`config.mk`:
```
export PLATFORM = sky130hd
export DESIGN_NAME = ro_window_counter
export DESIGN_NICKNAME = d
export VERILOG_FILES = /design/src/rtl/ro_window_counter.sv
export SDC_FILE = /design/constraint.sdc
export NUM_CORES = 1
export LEC_CHECK = 0
export CAP_MARGIN = 25
export CORE_ASPECT_RATIO = 1.75
export CORE_MARGIN = 5
export CORE_UTILIZATION = 55
export CTS_CLUSTER_DIAMETER = 100
export DETAILED_ROUTE_END_ITERATION = 8
export HOLD_SLACK_MARGIN = 0.1
export MAX_ROUTING_LAYER = met4
export PLACE_DENSITY = 0.83
export SLEW_MARGIN = 20
export SYNTH_ARGS = -nofsm -noshare
export SYNTH_HDL_FRONTEND = slang
export SYNTH_SLANG_ARGS = --single-unit
```
`constraint.sdc`:
```
create_clock -name clk -period 5.5 [get_ports clk]
set_input_delay 1.1 -clock clk [delete_from_list [all_inputs] [get_ports clk]]
set_output_delay 1.1 -clock clk [all_outputs]
set_load 0.05 [all_outputs]
```
`src/rtl/ro_window_counter.sv`:
```
// Ring-oscillator window counter: counts synchronised RO rising edges over a fixed clk window.
// Optional macro RO_SAT_FLAG_EN: saturating ro_count plus a sticky ro_sat flag; otherwise ro_count wraps.
module ro_window_counter #(
  parameter int WINDOW_CYCLES = 60000000,
  parameter int CNT_W         = 32,
  parameter int SYNC_STAGES   = 2
) (
  input  logic             clk,
  input  logic             rst,
  input  logic             start,
  input  logic             ro_in,
  output logic             busy,
  output logic             done,
  output logic [CNT_W-1:0] ro_count,
  output logic [CNT_W-1:0] win_cnt,
`ifdef RO_SAT_FLAG_EN
  output logic             ro_sat,
`endif
  output logic             cnt_max
);

  // The window timebase is kept wide enough for WINDOW_CYCLES even when CNT_W is narrower.
  localparam int WIN_LOG = $clog2(WINDOW_CYCLES);
  localparam int WIN_W   = (CNT_W > WIN_LOG) ? CNT_W : WIN_LOG;
  localparam int ARM_W   = $clog2(SYNC_STAGES + 1);
  localparam logic [WIN_W-1:0] WIN_LAST = WIN_W'(WINDOW_CYCLES - 1);
  localparam logic [ARM_W-1:0] ARM_LAST = ARM_W'(SYNC_STAGES);

  typedef enum logic [1:0] {
    ST_IDLE,
    ST_ARM,
    ST_MEASURE,
    ST_DONE
  } state_t;

  state_t               state_q, state_d;
  logic [ARM_W-1:0]     arm_q, arm_d;
  logic [WIN_W-1:0]     win_q, win_d;
  logic [CNT_W-1:0]     cnt_q, cnt_d;
  logic                 busy_q, busy_d;
  logic                 done_q, done_d;
  logic [SYNC_STAGES-1:0] sync_q;
  logic                 sync_dly_q;
  logic                 ro_edge;
`ifdef RO_SAT_FLAG_EN
  logic                 sat_q, sat_d;
`endif

  always_ff @(posedge clk or posedge rst) begin
    if (rst) begin
      sync_q     <= '0;
      sync_dly_q <= 1'b0;
    end else begin
      sync_q     <= {sync_q[SYNC_STAGES-2:0], ro_in};
      sync_dly_q <= sync_q[SYNC_STAGES-1];
    end
  end

  assign ro_edge = sync_q[SYNC_STAGES-1] & ~sync_dly_q;

  always_comb begin
    state_d = state_q;
    arm_d   = arm_q;
    win_d   = win_q;
    cnt_d   = cnt_q;
`ifdef RO_SAT_FLAG_EN
    sat_d   = sat_q;
`endif
    unique case (state_q)
      ST_IDLE: begin
        win_d = '0;
        if (start) begin
          state_d = ST_ARM;
          arm_d   = '0;
          cnt_d   = '0;
`ifdef RO_SAT_FLAG_EN
          sat_d   = 1'b0;
`endif
        end
      end
      // ARM lets the synchroniser settle so a level already high is never seen as an edge.
      ST_ARM: begin
        if (arm_q == ARM_LAST) begin
          state_d = ST_MEASURE;
        end else begin
          arm_d = arm_q + ARM_W'(1);
        end
      end
      ST_MEASURE: begin
        if (ro_edge) begin
`ifdef RO_SAT_FLAG_EN
          if (cnt_q == '1) begin
            sat_d = 1'b1;
          end else begin
            cnt_d = cnt_q + CNT_W'(1);
          end
`else
          cnt_d = cnt_q + CNT_W'(1);
`endif
        end
        if (win_q == WIN_LAST) begin
          state_d = ST_DONE;
        end else begin
          win_d = win_q + WIN_W'(1);
        end
      end
      ST_DONE: begin
        state_d = ST_IDLE;
        win_d   = '0;
      end
      default: state_d = ST_IDLE;
    endcase
    busy_d = (state_d != ST_IDLE);
    done_d = (state_d == ST_DONE);
  end

  always_ff @(posedge clk or posedge rst) begin
    if (rst) begin
      state_q <= ST_IDLE;
      arm_q   <= '0;
      win_q   <= '0;
      cnt_q   <= '0;
      busy_q  <= 1'b0;
      done_q  <= 1'b0;
`ifdef RO_SAT_FLAG_EN
      sat_q   <= 1'b0;
`endif
    end else begin
      state_q <= state_d;
      arm_q   <= arm_d;
      win_q   <= win_d;
      cnt_q   <= cnt_d;
      busy_q  <= busy_d;
      done_q  <= done_d;
`ifdef RO_SAT_FLAG_EN
      sat_q   <= sat_d;
`endif
    end
  end

  assign busy     = busy_q;
  assign done     = done_q;
  assign ro_count = cnt_q;
  assign win_cnt  = win_q[CNT_W-1:0];
  assign cnt_max  = (state_q == ST_MEASURE) && (win_q == WIN_LAST);
`ifdef RO_SAT_FLAG_EN
  assign ro_sat   = sat_q;
`endif

endmodule

```
Word-level counts from Yosys, hierarchy flattened
Index checks and enable logic that the tools add are counted.
{"block": "classes", "eq_ne": 10, "n_mux": 12, "addsub": 3, "n_bitwise": 2, "n_reduce_logical": 10}
{"op": "$pmux 32 s2", "n": 2}
{"op": "$mux 32", "n": 3}
{"op": "$add 32x1->32 const B", "n": 2}
{"op": "$eq 32x26->1 const B", "n": 1}
{"op": "$mux 2", "n": 5}
{"op": "$eq 2x2->1 const B", "n": 4}
{"op": "$ne 2x2->1 const B", "n": 4}
{"op": "$pmux 2 s4", "n": 1}
{"op": "$reduce_bool 2->1", "n": 4}
{"op": "$reduce_and 3->1", "n": 2}
{"op": "$pmux 2 s2", "n": 1}
{"op": "$add 2x1->2 const B", "n": 1}
{"op": "$eq 2x1->1 const B", "n": 1}
{"op": "$logic_not 2->1", "n": 1}
{"op": "$reduce_and 2->1", "n": 1}
{"op": "$reduce_or 2->1", "n": 1}
{"op": "$and 1x1->1", "n": 1}
{"op": "$logic_and 1x1->1", "n": 1}
{"op": "$not 1->1", "n": 1}
{"block": "totals", "out_inout_bits": 67, "elab_cells": 45, "in_bits": 4, "register_bits": 73}

Longest topological paths before layout
{"block": "depth", "word_depth": 4, "mapped_depth": 9, "ltp_nobuf": 7}

Worst setup path before layout
OpenSTA, ideal clock, no wires.
{"block": "synth_path", "path_type": "reg-to-output", "from": "register win_q[2], in the netlist win_cnt[2]", "to": "output cnt_max", "n_path_buf": 0, "arrival_time_ns": 1.880, "required_time_ns": 4.400, "setup_slack_ns": 2.520, "path_stages_with_launch": 4, "cell_sequence": "dfrtp_1 > and4_1 > nand4_2 > nor3_4"}
{"block": "synth_via", "elab_chain_cells": 2}
{"item": "from (decl)", "line_no": "38", "source": "logic [WIN_W-1:0] win_q, win_d;"}
{"item": "from (signal assigned)", "line_no": "131", "source": "win_q <= win_d;"}
{"item": "$eq 32x26->1", "line_no": "145", "source": "assign cnt_max = (state_q == ST_MEASURE) && (win_q == WIN_LAST);"}
{"item": "$logic_and 1x1->1", "line_no": "145"}
{"item": "to (decl)", "line_no": "19", "source": "output logic cnt_max"}
No other way between the ends.

Worst setup path after layout
{"block": "layout_path", "from": "register win_q[9], in the netlist win_cnt[9]", "to": "output cnt_max"}
The elaborated chain is that of the path after synthesis.

==> flow_metrics.tcl <==
set metrics [dict create \
    finalPower_mw 1.54 \
    timing.fmax_mhz 260 \
    postCtsHoldBufs 0 \
    avgViaCountPerCell 6.02 \
    start_util 0.563 \
    status "finished, final reports clean" \
    synth_area_per_cell_um2 9.51 \
    ys_seq_area_frac 0.473 \
    syn_to_final_growth_pct 27.8 \
    insertion_delay_ns 0.33 \
    ys_seq_elements 73 \
    p_per_area_nw_per_um2 313 \
    first_global_vias 3441 \
    fin_setup_tns_ns 0 \
    dr.pass1.iters 4 \
    die_area_um2 8860 \
    core_area_um2 6860 \
    clk_path_buf_depth 2 \
    synth_async_sr_flop_share 1.00 \
    worst_slew_pin_slew_ns 0.869 \
    syn-num-nets 416 \
    cts-root-buf "clkbuf_16" \
    grt_max_degree 52 \
    post-route-drc-count 0 \
    required_ns 4.40 \
    gr-total-overflow 0 \
    netlist_instances 406 \
    cts_max_level 3 \
    cp_max_fo 7 \
    gp_congestion 0.958 \
    synth_edf_count 0 \
    cts_resized 0 \
    dieHeight_um 121 \
    p_leak_nw 2.10 \
    drive_gt1_frac 0.0602 \
    fin_util 0.720 \
    finalCritPeriodShare 0.700 \
    port_buffers 70 \
    row_count 40 \
    slew_headroom 0.420 \
    drtIter0Drc 296 \
    routed_wl_mm 9.97 \
    ys_types 43 \
    groute.usage.overall 0.241 \
    maxCapViolCount 0 \
    postRouteAntennaNets 0 \
    layout_min_cycle_time_ns 3.85 \
    hold_path_class "reg2reg" \
    cts_buffers 9 \
    slew_violations 0 \
    synth_area_um2 3860 \
    grt_pass1_wl_mm 16.4 \
    vias 3406 \
    path_clk_slew_ns 0.05 \
    synth_warnings 0 \
    cts_num_sinks 73 \
    critPathMaxStageDelay_ns 0.87 \
    path_class "reg2out" \
    cts_tree "built" \
    grt_setup_unrepaired "no" \
    endpoint_kind "primary output" \
    n_antenna_cell 0 \
    slowest_stage "clkdlybuf4s50_1" \
    die_w_um 73.3 \
    post-cts-setup-buffers 0 \
    fin_area_um2 4930 \
    placed_area_um2 4640 \
    worst_ep_arrival_time_ns 2.75 \
    skew_ns 0.00718 \
    path_cells "nor4bb_1 -> nand4_1 -> nor3_4 -> clkdlybuf4s50_1" \
    hpwlAfterDp_mm 6.88 \
    setup_viol 0 \
    hold_viol 0 \
    ir_drop_mv 0.305 \
    antenna_found_initial 0 \
    startpoint_type "flip-flop" \
    detail_route.wl_per_cell_um 17.6 \
    synthFlopType "dfrtp_1" \
    pin_count 71 \
    final_nets 487 \
]
==> worst paths after layout <==
check / slack (ns) / from / end / cells past startpoint
setup / recovery: 1.65 / win_cnt[9]$_DFFE_PP0P_ / cnt_max / 4
max in group asynchronous: 3.44 / rst / state_q[1]$_DFF_PP0_ / 3
min in group asynchronous: 1.25 / rst / ro_count[11]$_DFFE_PP0P_ / 2
setup reg to reg: 2.69 / state_q[0]$_DFF_PP0_ / ro_count[25]$_DFFE_PP0P_ / 7
hold reg to reg: 0.35 / sync_q[0]$_DFF_PP0_ / sync_q[1]$_DFF_PP0_ / 0
hold / removal: 0.35 / sync_q[0]$_DFF_PP0_ / sync_q[1]$_DFF_PP0_ / 0
==> critical path, delay by kind of cell (launching register included) <==
kind,cells,cell delay (ns)
buffers and inverters,1,0.87
flip-flops,1,0.43
AND/OR/NAND/NOR,3,1.12
==> placed cells by master, fill, tap and decap left out, types with 2 or more instances in the layout <==
cell type and count:
buf_4 5, nor3_1 6, nand2_1 30, nor2b_1 2
xnor2_1 9, nand2b_1 3, nor2_1 58, and4_1 5
xor2_1 39, inv_1 15, clkdlybuf4s50_1 70, clkbuf_1 3
o21ai_0 15, o22ai_1 2, ha_1 6, o31ai_1 3
a21oi_1 9, nand4b_1 2, nand3_1 21, dfrtp_1 73
and3_1 12, mux2i_1 4, clkinv_2 3, clkbuf_16 9
or3_1 3, a31oi_1 3, nor4_1 7, and2_1 3
nand3b_1 3, a22o_1 2, nand4_1 41
==> stage by stage <==
| step | setup slack [ns] | hold slack, ns | std cells |
|---|---|---|---|
| after floorplan | 2.52 | 0.331 | 406 |
| after global placement | 2.04 | 0.339 | 550 |
| after detailed placement | 2.00 | 0.337 | 550 |
| final | 1.65 | 0.347 | 566 |
| after CTS | 1.65 | 0.349 | 566 |
| after global routing | 1.53 | 0.364 | 566 |
==> flip-flops by register name, summed over array words and instances (netlist names) <==
name,cells
ro_count,32
win_cnt,32
arm_q,2
state_q,2
sync_q,2
busy,1
done,1
sync_dly_q,1
==> cells by family (layout without fill, tap and decap cells) <==
kind of cell | count (synthesis) | count (layout) | share of synthesized area
flops | 73 | 73 | 0.473
simple gates | 206 | 206 | 0.292
compound gates | 38 | 38 | 0.0645
mux | 4 | 4 | 0.0104
xor+xnor | 48 | 48 | 0.109
fa+ha+maj | 6 | 6 | 0.0194
buf+inv | 31 | 107 | 0.0314
==> final cells by class <==
| cell class | instances | area [um2] |
|---|---|---|
| Tap cell | 84 | 105 |
| Fill cell | 509 | 1920 |
| Multi-Input combinational cell | 302 | 1910 |
| Clock buffer | 13 | 250 |
| Clock inverter | 3 | 40.0 |
| Inverter | 16 | 61.3 |
| Timing Repair Buffer | 75 | 738 |
| Sequential cell | 73 | 1830 |
==> report_power, final <==
group	switching (mW)	leakage [nW]	internal, mW
combinational	0.274	0.956	0.115
clock	0.208	0.144	0.362
sequential	0.0203	1.00	0.565
==> layer usage <==
layer | vias up | track usage | wire (um)
li1 | 1585 | - | -
met1 | 1672 | 0.261 | 3820
met2 | 122 | 0.411 | 5310
met3 | 27 | 0.0557 | 598
met4 | 0 | 0.108 | 244
met5 | - | - | 0
==> cells in the mapped netlist, drive strengths merged (2+ instances only) <==
master   instances  area share
nand3           21       0.027
or3              3      0.0049
nor4b            3       0.012
nor2            58       0.056
and3            12       0.019
and4             5       0.011
nor3             7       0.012
nand4           42       0.070
nand3b           3      0.0058
mux2i            4       0.010
nand2b           3      0.0049
o21ai           15       0.019
a2111oi          2       0.011
xnor2            9       0.020
o22ai            2      0.0032
xor2            39       0.088
clkbuf          10      0.0097
inv             16       0.016
buf              5      0.0062
o31ai            3      0.0058
nor2b            2      0.0032
a21oi            9       0.012
a31oi            3      0.0049
ha               6       0.019
and2             3      0.0049
nand4b           2      0.0045
a22o             2      0.0045
dfrtp           73        0.47
nor4             9       0.020
nand2           30       0.029
No activity file was read; power rests on OpenSTA's default activity.
